**src/rtl/interrupt_sequencer.sv**
```systemverilog
// Interrupt arbiter and dispatch sequencer: IF/IE/IME flags, EI delay and the
// 5-M-cycle push/jump sequence that steers the CPU into the selected vector.
module interrupt_sequencer #(
    parameter logic [15:0] VECTOR_BASE = 16'h0040
) (
    input  logic        i_Clk,
    input  logic        i_Reset_n,
    input  logic        i_Enable,
    input  logic [4:0]  i_Interrupts,
    input  logic [7:0]  i_Data,
    input  logic        i_IF_Write,
    input  logic        i_IE_Write,
    input  logic        i_EI,
    input  logic        i_DI,
    input  logic        i_RETI,
    input  logic        i_Instr_Boundary,
    output logic [7:0]  o_IF,
    output logic [7:0]  o_IE,
    output logic        o_IME,
    output logic        o_Wake,
    output logic        o_Handle_Interrupt,
    output logic        o_Push_High,
    output logic        o_Push_Low,
    output logic        o_Load_PC,
    output logic [15:0] o_Vector
);

    typedef enum logic [2:0] {
        IDLE    = 3'd0,
        WAIT1   = 3'd1,
        WAIT2   = 3'd2,
        PUSH_HI = 3'd3,
        PUSH_LO = 3'd4,
        JUMP    = 3'd5
    } state_t;

    state_t      state;
    state_t      state_next;

    logic [4:0]  if_reg;
    logic [4:0]  if_next;
    logic [7:0]  ie_reg;
    logic [7:0]  ie_next;
    logic        ime;
    logic        ime_next;
    logic        ei_pending;
    logic        ei_pending_next;
    logic        src_valid;
    logic [2:0]  src_idx;
    logic [4:0]  pending;
    logic [4:0]  pending_next;
    logic [4:0]  dispatch_clear;
    logic        wake;
    logic        start;

    function automatic logic [2:0] lowest_index(input logic [4:0] req);
        logic [2:0] idx;
        idx = 3'd0;
        for (int i = 4; i >= 0; i--) begin
            if (req[i]) idx = 3'(i);
        end
        return idx;
    endfunction

    assign pending = ie_reg[4:0] & if_reg[4:0];
    assign wake    = |pending;
    assign start   = (state == IDLE) && i_Instr_Boundary && ime && wake;

    // Hardware requests dominate; a write replaces the rest, else the dispatch clear applies.
    always_comb begin
        dispatch_clear = 5'b00000;
        if (state == JUMP && src_valid) dispatch_clear = 5'b00001 << src_idx;
        ie_next      = i_IE_Write ? i_Data : ie_reg;
        if_next      = i_Interrupts | (i_IF_Write ? i_Data[4:0] : (if_reg & ~dispatch_clear));
        pending_next = ie_next[4:0] & if_next;
    end

    always_comb begin
        ime_next = ime;
        if (i_DI) begin
            ime_next = 1'b0;
        end else if (start) begin
            ime_next = 1'b0;
        end else if (i_RETI || (ei_pending && i_Instr_Boundary)) begin
            ime_next = 1'b1;
        end

        ei_pending_next = ei_pending;
        if (i_DI) begin
            ei_pending_next = 1'b0;
        end else if (i_EI) begin
            ei_pending_next = 1'b1;
        end else if (i_Instr_Boundary) begin
            ei_pending_next = 1'b0;
        end
    end

    always_ff @(posedge i_Clk) begin
        if (!i_Reset_n) begin
            state <= IDLE;
        end else if (i_Enable) begin
            state <= state_next;
        end
    end

    always_comb begin
        state_next = state;
        case (state)
            IDLE:    state_next = start ? WAIT1 : IDLE;
            WAIT1:   state_next = WAIT2;
            WAIT2:   state_next = PUSH_HI;
            PUSH_HI: state_next = PUSH_LO;
            PUSH_LO: state_next = JUMP;
            JUMP:    state_next = IDLE;
            default: state_next = IDLE;
        endcase
    end

    always_comb begin
        o_Handle_Interrupt = (state != IDLE);
        o_Push_High        = (state == PUSH_HI);
        o_Push_Low         = (state == PUSH_LO);
        o_Load_PC          = (state == JUMP);
        o_Vector           = 16'h0000;
        if (state == JUMP && src_valid) begin
            o_Vector = VECTOR_BASE + {10'd0, src_idx, 3'b000};
        end
    end

    // Source is chosen from the flags as they stand after the high push lands.
    always_ff @(posedge i_Clk) begin
        if (!i_Reset_n) begin
            ime        <= 1'b0;
            ei_pending <= 1'b0;
            if_reg     <= 5'd0;
            ie_reg     <= 8'd0;
            src_valid  <= 1'b0;
        end else if (i_Enable) begin
            ime        <= ime_next;
            ei_pending <= ei_pending_next;
            if_reg     <= if_next;
            ie_reg     <= ie_next;
            if (state == PUSH_HI) src_valid <= |pending_next;
        end
    end

    always_ff @(posedge i_Clk) begin
        if (i_Enable && state == PUSH_HI) begin
            src_idx <= lowest_index(pending_next);
        end
    end

    assign o_IF   = {3'b111, if_reg};
    assign o_IE   = ie_reg;
    assign o_IME  = ime;
    assign o_Wake = wake;

endmodule
```
**config.mk**
```make
export PLATFORM = sky130hd
export DESIGN_NAME = interrupt_sequencer
export DESIGN_NICKNAME = d
export VERILOG_FILES = /design/src/rtl/interrupt_sequencer.sv
export SDC_FILE = /design/constraint.sdc
export NUM_CORES = 1
export LEC_CHECK = 0
export ABC_AREA = 1
export BUFFER_PORTS_ARGS = -buffer_cell sky130_fd_sc_hd__buf_2
export CAP_MARGIN = 40
export CORE_AREA = 2 2 57 59
export CTS_CLUSTER_SIZE = 40
export DETAILED_ROUTE_END_ITERATION = 10
export DIE_AREA = 0 0 59 61
export PLACE_DENSITY = 0.77
export SETUP_SLACK_MARGIN = 0.2
export SYNTH_ARGS = -nofsm -noshare
export SYNTH_HDL_FRONTEND = slang
export SYNTH_SLANG_ARGS = --single-unit
export TNS_END_PERCENT = 1
```
**constraint.sdc**
```tcl
create_clock -name i_Clk -period 1.3 [get_ports i_Clk]
set_input_delay 0.065 -clock i_Clk [delete_from_list [all_inputs] [get_ports i_Clk]]
set_output_delay 0.065 -clock i_Clk [all_outputs]
set_load 0.005 [all_outputs]
```
==> results.py, run 1 <==
metrics = {
    "status": {
        "outcome": "finished with violations",
        "failed_checks": "setup timing",
    },
    "floorplanning": {
        "row_count": 20,
        "die_w_um": 59,
        "die_area_um2": 3600,
        "core_area_um2": 2950,
        "start_util": 0.454,
        "die_y_um": 61,
        "ios": 60,
    },
    "worst_setup_path": {
        "r2r_cells": 7,
        "path_cells": "nand4_4 -> buf_4 -> o21ai_2 -> nand2_2 -> nand2_2 -> nand2_2 -> nor3_2",
        "critical_path_required_ns": 1.46,
        "reg2reg_from": "state[0]",
        "crit_start": "state[0]",
        "path_depth": 7,
        "criticalPathCategory": "reg2reg",
        "crit_arrival_ns": 1.49,
        "crit_path_frequent_cell": "nand2_2",
        "slowest_delay_ns": 0.39,
        "rrSetupSlack_ns": -0.03,
        "path_delay_family": "simple AND/OR/NAND/NOR gates",
        "crit_slowest_cell": "dfxtp_4",
        "worst_setup_path_start_kind": "register",
        "crit_buf_inv": 1,
        "end_kind": "register",
        "crit_fanout": 5,
        "rr_endpoint": "src_idx[2]",
    },
    "drt": {
        "viasPerCell": 4.74,
        "drt-initial-drc-count": 52,
        "drcViolationCount": 0,
        "antenna_left": 0,
        "routed-via-count": 1341,
        "dr.pass1.iters": 4,
        "wl_per_cell_um": 10.9,
        "drt-total-wl_um": 3090,
    },
    "min_path": {
        "whs_path_depth": 3,
        "min_from": "i_Data[3]",
        "min_path_type": "in2reg",
        "hold_path_end": "o_IE[3]",
    },
    "synthesis": {
        "synth.area.top_cells": "dfxtp_1 28%, nand2_1 8.7%, o21ai_0 8.6%",
        "synth_cell_type_count": 23,
        "yosys_warnings": 0,
        "yosysMostFrequentCell": "nand2_1",
        "synthTopCellsByCount": "31 x nand2_1, 29 x inv_1, 24 x nor2_1",
        "synth_seq_cells": 22,
        "postSynth.asyncResetShare": 0,
        "yosysSeqAreaShare": 0.351,
        "synth_flop_cell": "dfxtp_1",
        "netlist.area_leader.share": 0.284,
        "synth_edf_count": 3,
        "synth_area_per_cell_um2": 6.80,
        "synth_area_leader_cell": "dfxtp_1",
        "synthCells": 197,
        "syn_area_um2": 1340,
    },
    "cells_and_area": {
        "area_growth_pct": 27.1,
        "largest_register_ffs": 8,
        "final_cell_area_um2": 1700,
        "nNetsFinal": 273,
        "drive_gt1_frac": 0.376,
        "diodes": 0,
    },
    "timing": {
        "whs_ns": 0.0335,
        "setup_viol": 3,
        "fin_skew_ns": 0.00909,
        "finalCriticalPeriod_ns": 1.33,
        "layout_setup_ws_ns": -0.0296,
        "fin_tns_setup_ns": -0.0559,
        "hold_viol": 0,
        "fin_crit_sh": 1.02,
        "finalMaxSlewViolations": 0,
        "rsz0062_at_grt": "yes",
        "timing.fmax_ghz": 0.752,
    },
    "power_and_ir_drop": {
        "seqPwrFrac": 0.518,
        "p_switching_mw": 0.428,
        "power_report.internal_total_mw": 1.03,
        "p_sw_frac": 0.294,
        "combPwrFrac": 0.212,
        "power_density_nw_per_um2": 854,
        "vdd_drop_max_v": 0.000455,
        "clkPwrFrac": 0.270,
        "leakagePower_nw": 0.888,
    },
    "placed_design": {
        "preCtsSetupSlack_ns": -0.0300,
        "gp_routability_congestion": 0.786,
        "post-dp-hpwl_um": 2350,
        "io_buffers": 44,
        "postPlaceCellArea_um2": 1510,
    },
    "grt": {
        "grt_start_max_net_pins": 13,
        "grt_pass1_wl_um": 4840,
        "overflow": 0,
        "antenna_found_initial": 0,
        "grt_pass1_vias": 1134,
        "grt_usage": 0.178,
    },
    "cts": {
        "cts-root-buf": "clkbuf_4",
        "cts.sink_count": 22,
        "h-tree-depth": 1,
        "clk_path_buf_depth": 2,
        "clkLatencyLatePin_ns": 0.31,
        "cts_tree": "done",
        "cts_made_buffers": 3,
        "cts.clk_slew.worst_paths_ns": 0.13,
    },
    "run": {
        "cap_violations": 0,
    },
}
-- stage by stage --
| stage | power (mW) | utilization | cells |
|---|---|---|---|
| 2_1_floorplan | 0.978 | - | 210 |
| 3_5_place_dp | 1.04 | 0.511 | 267 |
| 4_1_cts | 1.44 | 0.555 | 279 |
| 3_3_place_gp | 1.04 | 0.511 | 267 |
| 6_report | 1.45 | 0.577 | 283 |
| 5_1_grt | 1.53 | 0.577 | 283 |
-- layer usage --
metal  vias to the layer above  part of all wire  GRT usage  wire (um)
li1                        703                 -          -          -
met1                       590              0.45      0.224       1380
met2                        46              0.48      0.317       1490
met3                         2             0.064     0.0384        198
met4                         0            0.0061     0.0292         19
met5                         -                 0          0          0
-- worst max path at each step --
stage	end	slack (ns)
after floorplan	src_valid	0.13
after global placement	src_idx[2]	0.00001
after detailed placement	src_idx[2]	-0.03
after CTS	src_idx[2]	-0.03
after global routing	src_valid	-0.13
final	src_idx[2]	-0.03
-- worst min-delay path, delay by kind of cell --
| family | cells | cell delay (ns) |
|---|---|---|
| buf+inv | 2 | 0.19 |
| compound gates | 1 | 0.07 |
-- repair_timing --
action,in CTS,in global routing
pin swaps,8,6
buffers inserted,4,4
gates cloned,0,0
endpoints found under the setup margin,23,23
endpoints found under the hold margin,4,0
resized for setup,19,14
hold buffers,4,0
-- placed cells by master (no fill, tap or decap) --
master / n
clkbuf_4: 3
a21oi_2: 1
dfxtp_1: 8
dlygate4sd3_1: 4
clkinv_1: 1
inv_4: 1
nand4_4: 1
dfxtp_2: 9
buf_2: 44
nand2_2: 8
conb_1: 15
edfxtp_1: 3
clkbuf_8: 1
a21oi_1: 21
a211oi_1: 2
buf_6: 2
a21boi_1: 1
dfxtp_4: 2
nand4_1: 2
nor2_1: 20
o21ai_0: 17
inv_1: 25
nand2_1: 29
o21ai_1: 4
buf_4: 7
nand3_1: 4
o21bai_2: 1
inv_2: 3
nor3_2: 2
o21ai_2: 5
nor2_2: 4
-- cells by family after synthesis --
| logic type | count (synthesis) | share of synthesized area |
|---|---|---|
| flip-flops | 22 | 0.351 |
| other | 2 | 0.00560 |
| AO/OA/AOI/OAI | 52 | 0.213 |
| AND/OR/NAND/NOR | 70 | 0.233 |
| buffers and inverters | 51 | 0.197 |
-- layout make-up --
class                           count  area, um2
Fill cell                         290       1250
Multi-Input combinational cell    137        686
Sequential cell                    22        489
Timing Repair Buffer               57        335
Inverter                           30        115
Tap cell                           33       41.3
Clock buffer                        4       36.3
-- power by group through the flow --
stage / Sequential [mW] / Combinational, mW / Clock (mW)
6_report: 0.754 / 0.309 / 0.392
5_1_grt: 0.759 / 0.353 / 0.418
4_1_cts: 0.753 / 0.293 / 0.397
3_5_place_dp: 0.769 / 0.275 / 0
3_3_place_gp: 0.769 / 0.272 / 0
2_1_floorplan: 0.769 / 0.209 / 0
No activity file was read; power rests on OpenSTA's default activity.
==> inputs of run 2 (changes only) <==
--- a/config.mk
+++ b/config.mk
@@ -8,11 +8,11 @@
 export ABC_AREA = 1
 export BUFFER_PORTS_ARGS = -buffer_cell sky130_fd_sc_hd__buf_2
 export CAP_MARGIN = 40
-export CORE_AREA = 2 2 57 59
+export CORE_AREA = 2 2 55 57
 export CTS_CLUSTER_SIZE = 40
 export DETAILED_ROUTE_END_ITERATION = 10
-export DIE_AREA = 0 0 59 61
-export PLACE_DENSITY = 0.77
+export DIE_AREA = 0 0 57 59
+export PLACE_DENSITY = 0.82
 export SETUP_SLACK_MARGIN = 0.2
 export SYNTH_ARGS = -nofsm -noshare
 export SYNTH_HDL_FRONTEND = slang
==> constraint.sdc (replaced) <==
create_clock -name i_Clk -period 1.66 [get_ports i_Clk]
set_input_delay 0.083 -clock i_Clk [delete_from_list [all_inputs] [get_ports i_Clk]]
set_output_delay 0.083 -clock i_Clk [all_outputs]
set_load 0.005 [all_outputs]
==> run 2 against run 1 <==
Compared with the run above: the flow now finishes without violations; non-clock buffer count is 13 lower; sequential share of layout area up 1.8 points; die area shrank 6.6%; clock-buffer cell count is the same; first-iteration DRC count decreased by 29%; utilization shrank 0.42 points; setup slack better by 0.32 ns; combinational power fell by 29%; critical endpoint is now o_Handle_Interrupt; global-route usage increased by 0.97 points.
==> results.py, run 2 (synthesis gave the netlist of run 1 again) <==
metrics = {
    "cts": {
        "holdBufCountCts": 0,
        "cts_tree": "done",
        "cts.clk_slew.worst_paths_ns": 0.13,
        "post_cts_buffers": 0,
        "cts_resized": 0,
        "cts.sink_count": 22,
        "h-tree-depth": 1,
        "cts_made_buffers": 3,
        "clk_path_buf_depth": 2,
        "clkLatencyLatePin_ns": 0.31,
        "cts-root-buf": "clkbuf_4",
    },
    "status": {
        "outcome": "finished, final reports clean",
    },
    "timing": {
        "rsz0062_at_grt": "yes",
        "fin_tns_setup_ns": 0,
        "fin_crit_sh": 0.827,
        "finalMaxSlewViolations": 0,
        "hold_viol": 0,
        "setup_viol": 0,
        "fin_skew_ns": 0.0101,
        "timing.fmax_ghz": 0.729,
        "finalCriticalPeriod_ns": 1.37,
    },
    "power_and_ir_drop": {
        "power_report.internal_total_mw": 0.790,
        "power_mw": 1.11,
        "seqPwrFrac": 0.532,
        "clkPwrFrac": 0.271,
        "p_switching_mw": 0.323,
        "leakagePower_nw": 0.837,
        "power_density_nw_per_um2": 717,
        "p_sw_frac": 0.290,
        "vdd_drop_max_v": 0.000584,
        "combPwrFrac": 0.197,
    },
    "worst_setup_path": {
        "r2r_cells": 7,
        "end_kind": "primary output",
        "worst_setup_path_start_kind": "register",
        "criticalPathCategory": "reg2out",
        "reg2reg_from": "src_idx[2]",
        "rrSetupSlack_ns": 0.33,
        "crit_fanout": 5,
        "critical_path_required_ns": 1.58,
        "crit_arrival_ns": 1.29,
        "rr_endpoint": "src_idx[0]",
    },
    "min_path": {
        "min_path_type": "in2reg",
        "hold_path_end": "o_IE[5]",
        "min_from": "i_Data[5]",
        "whs_path_depth": 3,
    },
    "cells_and_area": {
        "area_growth_pct": 15.8,
        "nNetsFinal": 261,
        "final_cell_mix": "44 x buf_2, 31 x nand2_1, 28 x inv_1",
        "diodes": 0,
        "fin_util": 0.572,
        "fill_cells": 281,
        "mostFrequentLayoutCell": "buf_2",
        "largest_register_ffs": 8,
        "drive_gt1_frac": 0.277,
    },
    "drt": {
        "antenna_left": 0,
        "routed-via-count": 1311,
        "dr.pass1.iters": 4,
        "wl_per_cell_um": 11.6,
        "drcViolationCount": 0,
        "viasPerCell": 4.87,
        "drt-initial-drc-count": 37,
        "drt-total-wl_um": 3110,
    },
    "grt": {
        "antenna_found_initial": 0,
        "grt_pass1_vias": 1176,
        "overflow": 0,
        "grt_pass1_wl_um": 4970,
        "grt_start_max_net_pins": 13,
        "grt_usage": 0.187,
    },
    "placed_design": {
        "io_buffers": 44,
        "post-dp-hpwl_um": 2340,
        "gp_routability_congestion": 0.813,
    },
    "floorplanning": {
        "core_area_um2": 2710,
        "die_y_um": 59,
        "die_area_um2": 3360,
        "start_util": 0.494,
        "ios": 60,
        "die_w_um": 57,
        "row_count": 19,
    },
    "run": {
        "cap_violations": 0,
    },
}
run 2: critical path, cell delays in order, from the launching register on:
cell     delay, ns
dfxtp_1       0.37
inv_2         0.12
nand2_1       0.13
nor2_1        0.19
inv_1         0.06
buf_2         0.12
run 2: final cells by class:
cell class	count	area, um2	area share
Timing Repair Buffer	44	220	0.142
Sequential cell	22	474	0.306
Tap cell	31	38.8	0.0250
Clock buffer	4	36.3	0.0234
Inverter	30	113	0.0726
Multi-Input combinational cell	138	669	0.431
run 2: power groups by stage:
| stage | combinational [mW] | sequential (mW) | clock (mW) |
|---|---|---|---|
| after floorplan | 0.163 | 0.602 | 0 |
| after global placement | 0.213 | 0.601 | 0 |
| after detailed placement | 0.216 | 0.602 | 0 |
| after CTS | 0.218 | 0.590 | 0.305 |
| after global routing | 0.252 | 0.596 | 0.322 |
| final | 0.219 | 0.592 | 0.302 |
run 2: worst max path at each step:
stage,startpoint,endpoint,slack (ns)
3_5_place_dp,state[2],src_idx[0],0.29
3_3_place_gp,state[2],src_idx[0],0.35
2_1_floorplan,state[2],src_idx[2],0.47
5_1_grt,state[1],o_Handle_Interrupt,0.19
6_report,state[1],o_Handle_Interrupt,0.29
4_1_cts,state[2],src_idx[0],0.26
run 2: layer usage:
layer  routed length (um)  track usage  share of wire  up-vias
met3                  240       0.0502          0.077        0
li1                     -            -              -      683
met5                    0            0              0        -
met1                 1420        0.235           0.46      574
met2                 1460        0.328           0.47       54
met4                    0       0.0332              0        0
run 2: metrics by stage:
step                      area (um2)  hold WS [ns]  setup WS, ns  std cells
after floorplan                 1390         0.241         0.467        210
after global placement          1500         0.333         0.348        264
after detailed placement        1500         0.341         0.290        264
after CTS                       1530       0.00710         0.263        268
after global routing            1550        0.0362         0.194        269
final                           1550       0.00921         0.288        269
==> inputs of run 3 (changes only) <==
--- a/config.mk
+++ b/config.mk
@@ -5,14 +5,14 @@
 export SDC_FILE = /design/constraint.sdc
 export NUM_CORES = 1
 export LEC_CHECK = 0
-export ABC_AREA = 1
+export ABC_AREA = 0
 export BUFFER_PORTS_ARGS = -buffer_cell sky130_fd_sc_hd__buf_2
 export CAP_MARGIN = 40
-export CORE_AREA = 2 2 55 57
+export CORE_AREA = 2 2 58 60
 export CTS_CLUSTER_SIZE = 40
 export DETAILED_ROUTE_END_ITERATION = 10
-export DIE_AREA = 0 0 57 59
-export PLACE_DENSITY = 0.82
+export DIE_AREA = 0 0 60 62
+export PLACE_DENSITY = 0.77
 export SETUP_SLACK_MARGIN = 0.2
 export SYNTH_ARGS = -nofsm -noshare
 export SYNTH_HDL_FRONTEND = slang
==> constraint.sdc (replaced) <==
create_clock -name i_Clk -period 1.45 [get_ports i_Clk]
set_input_delay 0.0725 -clock i_Clk [delete_from_list [all_inputs] [get_ports i_Clk]]
set_output_delay 0.0725 -clock i_Clk [all_outputs]
set_load 0.005 [all_outputs]
==> run 3 against run 2 <==
Compared with the run above: the run now ends with setup timing left; combinational power rose by 19%; die area is 11% higher; utilization fell by 0.22 points; register-to-register slack lost 0.57 ns; largest power group unchanged; sequential share of layout area fell by 4.2 points; synthesized area up 4.3%; first-iteration DRC count up 110%; cell area grew 17%; flip-flop and latch count unchanged; via count increased by 6.6%; largest cell class unchanged; routed wire length increased by 12%; synthesized cell count shrank 14%.
==> results.py, run 3 <==
metrics = {
    "timing": {
        "rsz0062_at_grt": "yes",
        "whs_ns": 0.0180,
        "finalCriticalPeriod_ns": 1.69,
        "hold_viol": 0,
        "setup_viol": 8,
        "timing.fmax_ghz": 0.593,
        "finalMaxSlewViolations": 0,
        "fin_crit_sh": 1.16,
        "layout_setup_ws_ns": -0.235,
        "fin_tns_setup_ns": -0.845,
        "fin_skew_ns": 0.00837,
    },
    "synthesis": {
        "synth.area.top_cells": "dfxtp_1 27%, buf_4 9.1%, a21boi_0 6.4%",
        "yosysSeqAreaShare": 0.337,
        "synthTopCellsByCount": "19 x dfxtp_1, 17 x buf_4, 15 x nand2_1",
        "synth_flop_cell": "dfxtp_1",
        "syn_area_um2": 1400,
        "synth_area_leader_cell": "dfxtp_1",
        "postSynth.asyncResetShare": 0,
        "yosysMostFrequentCell": "dfxtp_1",
        "yosys_warnings": 0,
        "synthCells": 170,
        "synth_cell_type_count": 44,
        "synth_seq_cells": 22,
        "synth_area_per_cell_um2": 8.22,
        "synth_edf_count": 3,
        "netlist.area_leader.share": 0.272,
    },
    "cts": {
        "cts.clk_slew.worst_paths_ns": 0.13,
        "h-tree-depth": 1,
        "clk_path_buf_depth": 2,
        "clkLatencyLatePin_ns": 0.32,
        "cts_tree": "done",
        "cts-root-buf": "clkbuf_4",
        "cts.sink_count": 22,
        "cts_made_buffers": 3,
    },
    "min_path": {
        "min_path_type": "in2reg",
        "hold_path_end": "o_IE[5]",
        "min_from": "i_Data[5]",
        "whs_path_depth": 3,
    },
    "drt": {
        "routed-via-count": 1397,
        "viasPerCell": 5.12,
        "dr.pass1.iters": 4,
        "drt-total-wl_um": 3490,
        "wl_per_cell_um": 12.8,
        "antenna_left": 0,
        "drt-initial-drc-count": 79,
        "drcViolationCount": 0,
    },
    "worst_setup_path": {
        "crit_arrival_ns": 1.87,
        "r2r_cells": 5,
        "rr_endpoint": "src_idx[2]",
        "worst_setup_path_start_kind": "register",
        "rrSetupSlack_ns": -0.24,
        "criticalPathCategory": "reg2reg",
        "crit_fanout": 3,
        "reg2reg_from": "state[1]",
        "end_kind": "register",
        "critical_path_required_ns": 1.63,
    },
    "cells_and_area": {
        "nNetsFinal": 250,
        "fin_util": 0.570,
        "fin_cells": 273,
        "final_cell_mix": "43 x buf_2, 17 x buf_4, 15 x nand2_1, 15 x conb_1, 13 x dfxtp_1",
        "drive_gt1_frac": 0.374,
        "largest_register_ffs": 8,
        "diodes": 0,
        "mostFrequentLayoutCell": "buf_2",
        "area_growth_pct": 29.7,
    },
    "grt": {
        "grt_pass1_wl_um": 5540,
        "grt_start_max_net_pins": 20,
        "overflow": 0,
        "antenna_found_initial": 0,
        "grt_usage": 0.199,
        "grt_pass1_vias": 1285,
    },
    "placed_design": {
        "gp_routability_congestion": 0.866,
        "post-dp-hpwl_um": 2610,
        "place_inst": 267,
        "io_buffers": 44,
    },
    "floorplanning": {
        "start_util": 0.440,
        "die_w_um": 60,
        "die_area_um2": 3720,
        "row_count": 21,
        "die_y_um": 62,
        "ios": 60,
        "core_area_um2": 3180,
    },
    "status": {
        "outcome": "finished with violations",
        "failed_checks": "setup timing",
    },
    "power_and_ir_drop": {
        "leakagePower_nw": 0.875,
        "power_density_nw_per_um2": 738,
        "vdd_drop_max_v": 0.000647,
        "power_mw": 1.34,
    },
    "run": {
        "cap_violations": 0,
    },
}
run 3: logic make-up after synthesis:
logic type | share of synthesized area
DFF | 0.337
AOI/OAI and AO/OA | 0.273
muxes | 0.0143
other | 0.00537
and+or+nand+nor | 0.250
buffers and inverters | 0.121
run 3: worst max-delay path by stage:
stage	slack [ns]	cells past startpoint	start	endpoint
after CTS	-0.26	5	state[1]	src_idx[2]
after detailed placement	-0.25	5	state[0]	src_idx[2]
final	-0.24	5	state[1]	src_idx[2]
after global placement	-0.20	5	state[2]	src_idx[1]
after global routing	-0.27	5	state[1]	src_idx[2]
after floorplan	-0.22	6	state[2]	src_idx[1]
run 3: worst max-delay path: stages (launching register included):
cell,delay (ns)
dfxtp_2,0.34
nand4b_4,0.18
or4_4,0.53
a32o_1,0.25
o21ai_2,0.07
nor3b_2,0.18
run 3: report_power, final:
part	switching, mW	internal [mW]	leakage, nW
clock network	0.202	0.211	0.0261
logic	0.137	0.125	0.663
registers	0.0197	0.645	0.186
run 3: layer usage:
layer | GRT usage | up-vias | share of wire
li1 | - | 692 | -
met1 | 0.231 | 644 | 0.44
met2 | 0.349 | 55 | 0.49
met3 | 0.0414 | 6 | 0.056
met4 | 0.102 | 0 | 0.015
met5 | 0 | - | 0
run 3: cell type report:
type	instances	area, um2
multi-input cells	133	835
inverters	5	18.8
repair buffers	63	377
flip-flops and latches	22	478
well taps	46	57.6
clock buffers	4	47.5
fillers	305	1370
run 3: repair_timing:
| action | CTS | global route |
|---|---|---|
| buffers inserted | 2 | 0 |
| gates resized for setup | 12 | 3 |
| pin swaps | 7 | 4 |
| setup endpoints to repair | 18 | 17 |
| hold buffers | 0 | 0 |
run 3: stage by stage:
stage / cell area, um2 / setup slack, ns
after floorplan: 1460 / -0.215
after global placement: 1710 / -0.198
after detailed placement: 1710 / -0.246
after CTS: 1800 / -0.263
after global routing: 1810 / -0.271
final: 1810 / -0.235
